<file path="src/rtl/k2_pkg.sv">
// Shared types and constants for the K2 program sequencer.
package k2_pkg;

    localparam int K2_ADDR_W  = 4;
    localparam int K2_INSTR_W = 8;
    localparam int K2_CNT_W   = 16;

    localparam logic [3:0] OP_J  = 4'b1010;
    localparam logic [3:0] OP_JC = 4'b1011;

    typedef enum logic [2:0] {
        S_IDLE,
        S_FETCH,
        S_ISSUE,
        S_PAUSE,
        S_HALT
    } seq_state_t;

endpackage

</file>
<file path="src/rtl/k2_next_pc.sv">
// Next-PC resolution for the K2 sequencer: sequential increment or J/JC target.
module k2_next_pc
    import k2_pkg::*;
#(
    parameter int ADDR_W  = K2_ADDR_W,
    parameter int INSTR_W = K2_INSTR_W
) (
    input  logic [INSTR_W-1:0] ir,
    input  logic [ADDR_W-1:0]  pc,
    input  logic               carry_in,
    output logic [ADDR_W-1:0]  pc_next,
    output logic               jump_taken,
    output logic               self_jump
);

    logic [3:0]        opcode;
    logic [ADDR_W-1:0] target;

    assign opcode = ir[INSTR_W-1 -: 4];
    assign target = ir[ADDR_W-1:0];

    // Increment wraps naturally at 2^ADDR_W.
    always_comb begin
        jump_taken = (opcode == OP_J) || ((opcode == OP_JC) && carry_in);
        pc_next    = jump_taken ? target : pc + ADDR_W'(1);
        self_jump  = jump_taken && (target == pc);
    end

endmodule

</file>
<file path="src/rtl/k2_fetch_sequencer.sv">
// K2 program sequencer: PC, ROM fetch, instruction register, valid/ready issue
// with local jump resolution and run/halt/single-step control.
module k2_fetch_sequencer
    import k2_pkg::*;
#(
    parameter int ADDR_W  = K2_ADDR_W,
    parameter int INSTR_W = K2_INSTR_W,
    parameter int CNT_W   = K2_CNT_W
) (
    input  logic               clk,
    input  logic               rst,
    input  logic               run,
    input  logic               step_mode,
    input  logic               step,
    output logic [ADDR_W-1:0]  rom_addr,
    input  logic [INSTR_W-1:0] rom_data,
    output logic [INSTR_W-1:0] ir,
    output logic               ir_valid,
    input  logic               ir_ready,
    input  logic               carry_in,
    output logic [ADDR_W-1:0]  pc,
    output logic               halted,
    output logic [CNT_W-1:0]   instr_count
);

    seq_state_t         state_reg;
    seq_state_t         state_next;
    logic [ADDR_W-1:0]  pc_reg;
    logic [ADDR_W-1:0]  pc_next_reg;
    logic [INSTR_W-1:0] ir_reg;
    logic               halted_reg;
    logic [CNT_W-1:0]   instr_count_reg;

    logic [ADDR_W-1:0]  resolved_pc;
    logic               jump_taken;
    logic               self_jump;
    logic               handshake;
    logic               halt_hit;

    k2_next_pc #(
        .ADDR_W  (ADDR_W),
        .INSTR_W (INSTR_W)
    ) u_next_pc (
        .ir         (ir_reg),
        .pc         (pc_reg),
        .carry_in   (carry_in),
        .pc_next    (resolved_pc),
        .jump_taken (jump_taken),
        .self_jump  (self_jump)
    );

    assign handshake = (state_reg == S_ISSUE) && ir_ready;
    assign halt_hit  = jump_taken && self_jump;

    always_comb begin
        state_next = state_reg;
        ir_valid   = 1'b0;
        case (state_reg)
            S_IDLE: begin
                if (run) begin
                    state_next = S_FETCH;
                end
            end
            S_FETCH: begin
                state_next = S_ISSUE;
            end
            S_ISSUE: begin
                ir_valid = 1'b1;
                // run/step_mode only take effect once the pending instruction is accepted
                if (ir_ready) begin
                    if (halt_hit) begin
                        state_next = S_HALT;
                    end else if (step_mode) begin
                        state_next = S_PAUSE;
                    end else if (!run) begin
                        state_next = S_IDLE;
                    end else begin
                        state_next = S_FETCH;
                    end
                end
            end
            S_PAUSE: begin
                if (!run) begin
                    state_next = S_IDLE;
                end else if (step || !step_mode) begin
                    state_next = S_FETCH;
                end
            end
            S_HALT: begin
                state_next = S_HALT;
            end
            default: begin
                state_next = S_IDLE;
            end
        endcase
    end

    always_ff @(posedge clk) begin
        if (rst) begin
            state_reg       <= S_IDLE;
            pc_reg          <= '0;
            pc_next_reg     <= '0;
            ir_reg          <= '0;
            halted_reg      <= 1'b0;
            instr_count_reg <= '0;
        end else begin
            state_reg <= state_next;
            if (state_reg == S_FETCH) begin
                ir_reg <= rom_data;
                pc_reg <= pc_next_reg;
            end
            if (handshake) begin
                pc_next_reg <= resolved_pc;
                if (instr_count_reg != {CNT_W{1'b1}}) begin
                    instr_count_reg <= instr_count_reg + CNT_W'(1);
                end
                if (halt_hit) begin
                    halted_reg <= 1'b1;
                end
            end
        end
    end

    assign rom_addr    = pc_next_reg;
    assign ir          = ir_reg;
    assign pc          = pc_reg;
    assign halted      = halted_reg;
    assign instr_count = instr_count_reg;

endmodule

</file>
<file path="config.mk">
export PLATFORM = sky130hd
export DESIGN_NAME = k2_fetch_sequencer
export DESIGN_NICKNAME = d
export VERILOG_FILES = /design/src/rtl/k2_pkg.sv /design/src/rtl/k2_next_pc.sv /design/src/rtl/k2_fetch_sequencer.sv
export SDC_FILE = /design/constraint.sdc
export NUM_CORES = 1
export LEC_CHECK = 0
export CAP_MARGIN = 20
export CORE_MARGIN = 8
export CORE_UTILIZATION = 51
export CTS_CLUSTER_SIZE = 12
export DETAILED_ROUTE_END_ITERATION = 6
export GPL_TIMING_DRIVEN = 0
export PLACE_DENSITY = 0.92
export SETUP_SLACK_MARGIN = 0.3
export SLEW_MARGIN = 20
export SYNTH_ARGS = -nofsm -noshare
export SYNTH_HDL_FRONTEND = slang
export SYNTH_SLANG_ARGS = --single-unit
</file>
<file path="constraint.sdc">
create_clock -name clk -period 3 [get_ports clk]
set_input_delay 0.3 -clock clk [delete_from_list [all_inputs] [get_ports clk]]
set_output_delay 0.3 -clock clk [all_outputs]
set_load 0.02 [all_outputs]
</file>
==> results.json <==
{
  "outcome": "completed",
  "critical_path_arrival_ns": 2.33,
  "largest_reg_flops": 16,
  "nets": 271,
  "clock_latency_ns": 0.34,
  "num_vias": 1735,
  "min_period_over_period_pct": 70.0,
  "grt_util_all_layers_pct": 17.3,
  "setup_viol": 0,
  "path_class": "flip-flop to flip-flop",
  "rsz0062_at_grt": "false",
  "n_fill_cell": 256,
  "synth_top_area_cell": "dfxtp_1",
  "fin_skew_ns": 0.00936,
  "dp_hpwl_um": 3550,
  "finalHoldViolations": 0,
  "numPlacedInstances": 293,
  "multi_input_area_um2": 1020,
  "cp-end-kind": "flip-flop",
  "grt_max_degree": 12,
  "hold_class": "flip-flop to flip-flop",
  "grt_overflow": 0,
  "fin_crit_ns": 2.10,
  "grt-busiest-layer": "met2",
  "syn_area_per_cell_um2": 9.15,
  "die_w_um": 75.8,
  "yosysSeqAreaShare_pct": 39.6,
  "drive_gt1_share_pct": 8.63,
  "dr.pass1.iters": 6,
  "clock.fmax_ghz": 0.476,
  "slew_headroom_pct": 66.6,
  "seqCellArea_um2": 721,
  "drv_slew": 0,
  "antenna_found_initial": 0,
  "p_per_area_nw_per_um2": 525,
  "synth_ff_type": "dfxtp_1",
  "ctsResizeCount": 0,
  "numCtsBuffers": 5,
  "yosys_warnings": 0,
  "fin_cells": 301,
  "coreArea_um2": 3390,
  "drc": 0,
  "synth.cell_area_um2": 1820,
  "cp_slowest_stage_delay_ns": 0.45,
  "clkTransAtPathRegs_ns": 0.11,
  "synthCells": 199,
  "yosysUniqueCellTypes": 45,
  "yosys-top-cells-area": "dfxtp_1 40%, mux2i_1 7.7%, nor2_1 4.5%",
  "h-tree-depth": 2,
  "fin_setup_tns_ns": 0,
  "ir_drop_mv": 0.342,
  "io_buffers": 48,
  "area_growth_pct": 33.7,
  "worst_slack_ns": 0.899,
  "tightestPinTransition_ns": 0.499,
  "io_pins": 49,
  "crit_path_max_fanout": 9,
  "async_flop_share_pct": 0,
  "avgViaCountPerCell": 5.76,
  "grt_util_met3_pct": 3.16,
  "cp_cell_sequence": "ha_1, buf_2, nand4_1, nor2_1, a31oi_2, mux2_1",
  "drt_iter0_drc": 101,
  "leakagePower_nw": 0.862,
  "row_count": 21,
  "antenna_cells": 0,
  "required_ns": 3.23,
  "grt_pass1_vias": 1651,
  "grtUsageMet1_pct": 21.1,
  "drv_cap": 0,
  "pre_cts_ws_ns": 0.869,
  "grt_pass1_wl_um": 7650,
  "final_common_cell": "clkdlybuf4s50_1",
  "ys_ff_latch": 36,
  "cp_slowest_cell": "nor2_1",
  "drt_wl_total_um": 4830,
  "synth_enable_flop_cells": 0,
  "critPathTopFamily": "simple AND/OR/NAND/NOR gates",
  "cts_setup_buffers": 0,
  "postCtsHoldBufs": 0,
  "die_y_um": 75.8,
  "antenna_left": 0,
  "cts-root-buf": "clkbuf_4",
  "cts.sinks": 36,
  "crit_path_start_kind": "flip-flop",
  "grtUsageMet2_pct": 28.2,
  "path_buf_inv": 1,
  "clk_path_buf_depth": 2,
  "layout_common_cells": "48 x clkdlybuf4s50_1, 36 x dfxtp_1, 22 x nor2_1",
  "cts_tree": "built",
  "yosys.area.top_type_share_pct": 39.6,
  "wire_per_inst_um": 16.0,
  "initial_core_util_pct": 53.7,
  "syn_nets": 216,
  "gp_congestion": 0.822,
  "die-area_um2": 5740
}
## final timing paths
| kind | start | end | slack (ns) | depth (start not counted) |
|---|---|---|---|---|
| worst min-delay path | halted$_SDFFE_PP0P_ | halted$_SDFFE_PP0P_ | 0.48 | 2 |
| worst max register to register | instr_count[0]$_SDFFE_PP0P_ | instr_count[0]$_SDFFE_PP0P_ | 0.90 | 6 |
| worst max-delay path | instr_count[0]$_SDFFE_PP0P_ | instr_count[0]$_SDFFE_PP0P_ | 0.90 | 6 |
| worst min register to register | halted$_SDFFE_PP0P_ | halted$_SDFFE_PP0P_ | 0.48 | 2 |
## cells by family after synthesis
family | Yosys count | synth area share, %
AND/OR/NAND/NOR | 76 | 24.5
AO/OA/AOI/OAI | 46 | 18.1
flip-flops | 36 | 39.6
buffers and inverters | 17 | 4.60
multiplexers | 16 | 8.93
XOR/XNOR | 6 | 2.89
adder cells (fa/ha/maj) | 2 | 1.37
## routing by layer
layer	share of wire (%)	routed length (µm)	vias to the layer above
li1	-	-	854
met1	45	2180	827
met2	49	2350	43
met3	3.6	173	11
met4	2.5	123	0
met5	0	0	-
## area by class of cell
class	count	area share, %
Multi-Input combinational cell	146	41.8
Sequential cell	36	29.6
Timing Repair Buffer	48	19.7
Buffer	12	2.67
Tap cell	46	2.36
Clock buffer	6	1.69
Clock inverter	2	1.44
Inverter	5	0.770
## cell usage after synthesis, types with 4 or more instances
cell type  count
a211oi_1       4
a21oi_1       15
buf_2          4
clkbuf_1       4
dfxtp_1       36
inv_1          5
mux2i_1       14
nand2_1        6
nand2b_1       4
nand3_1        4
nand4_1       10
nor2_1        22
o21ai_0        7
o31ai_1        5
or3_1          6
or4_1          4
## stage by stage
| step | area (µm²) | util, % | hold slack [ns] | power (W) |
|---|---|---|---|---|
| 3_5_place_dp | 2360 | 69.6 | 0.471 | 0.000953 |
| 5_1_grt | 2440 | 71.9 | 0.515 | 0.00134 |
| 2_1_floorplan | 1820 | - | 0.447 | 0.000816 |
| 3_3_place_gp | 2360 | 69.6 | 0.464 | 0.000940 |
| 6_report | 2440 | 71.9 | 0.480 | 0.00128 |
| 4_1_cts | 2440 | 71.9 | 0.488 | 0.00129 |
## power by group
group | switching [W] | total [W] | leakage, nW | internal, W
clock network | 0.000162 | 0.000336 | 0.0422 | 0.000175
logic | 0.000205 | 0.000392 | 0.528 | 0.000187
registers | 0.0000326 | 0.000549 | 0.291 | 0.000517
total | 0.000399 | 0.00128 | 0.862 | 0.000879
## worst min-delay path, cell delays in order, from the launching register on
cell and delay [ns]:
dfxtp_1 0.33, inv_1 0.05, o22ai_1 0.07
No activity file was read; power rests on OpenSTA's default activity.
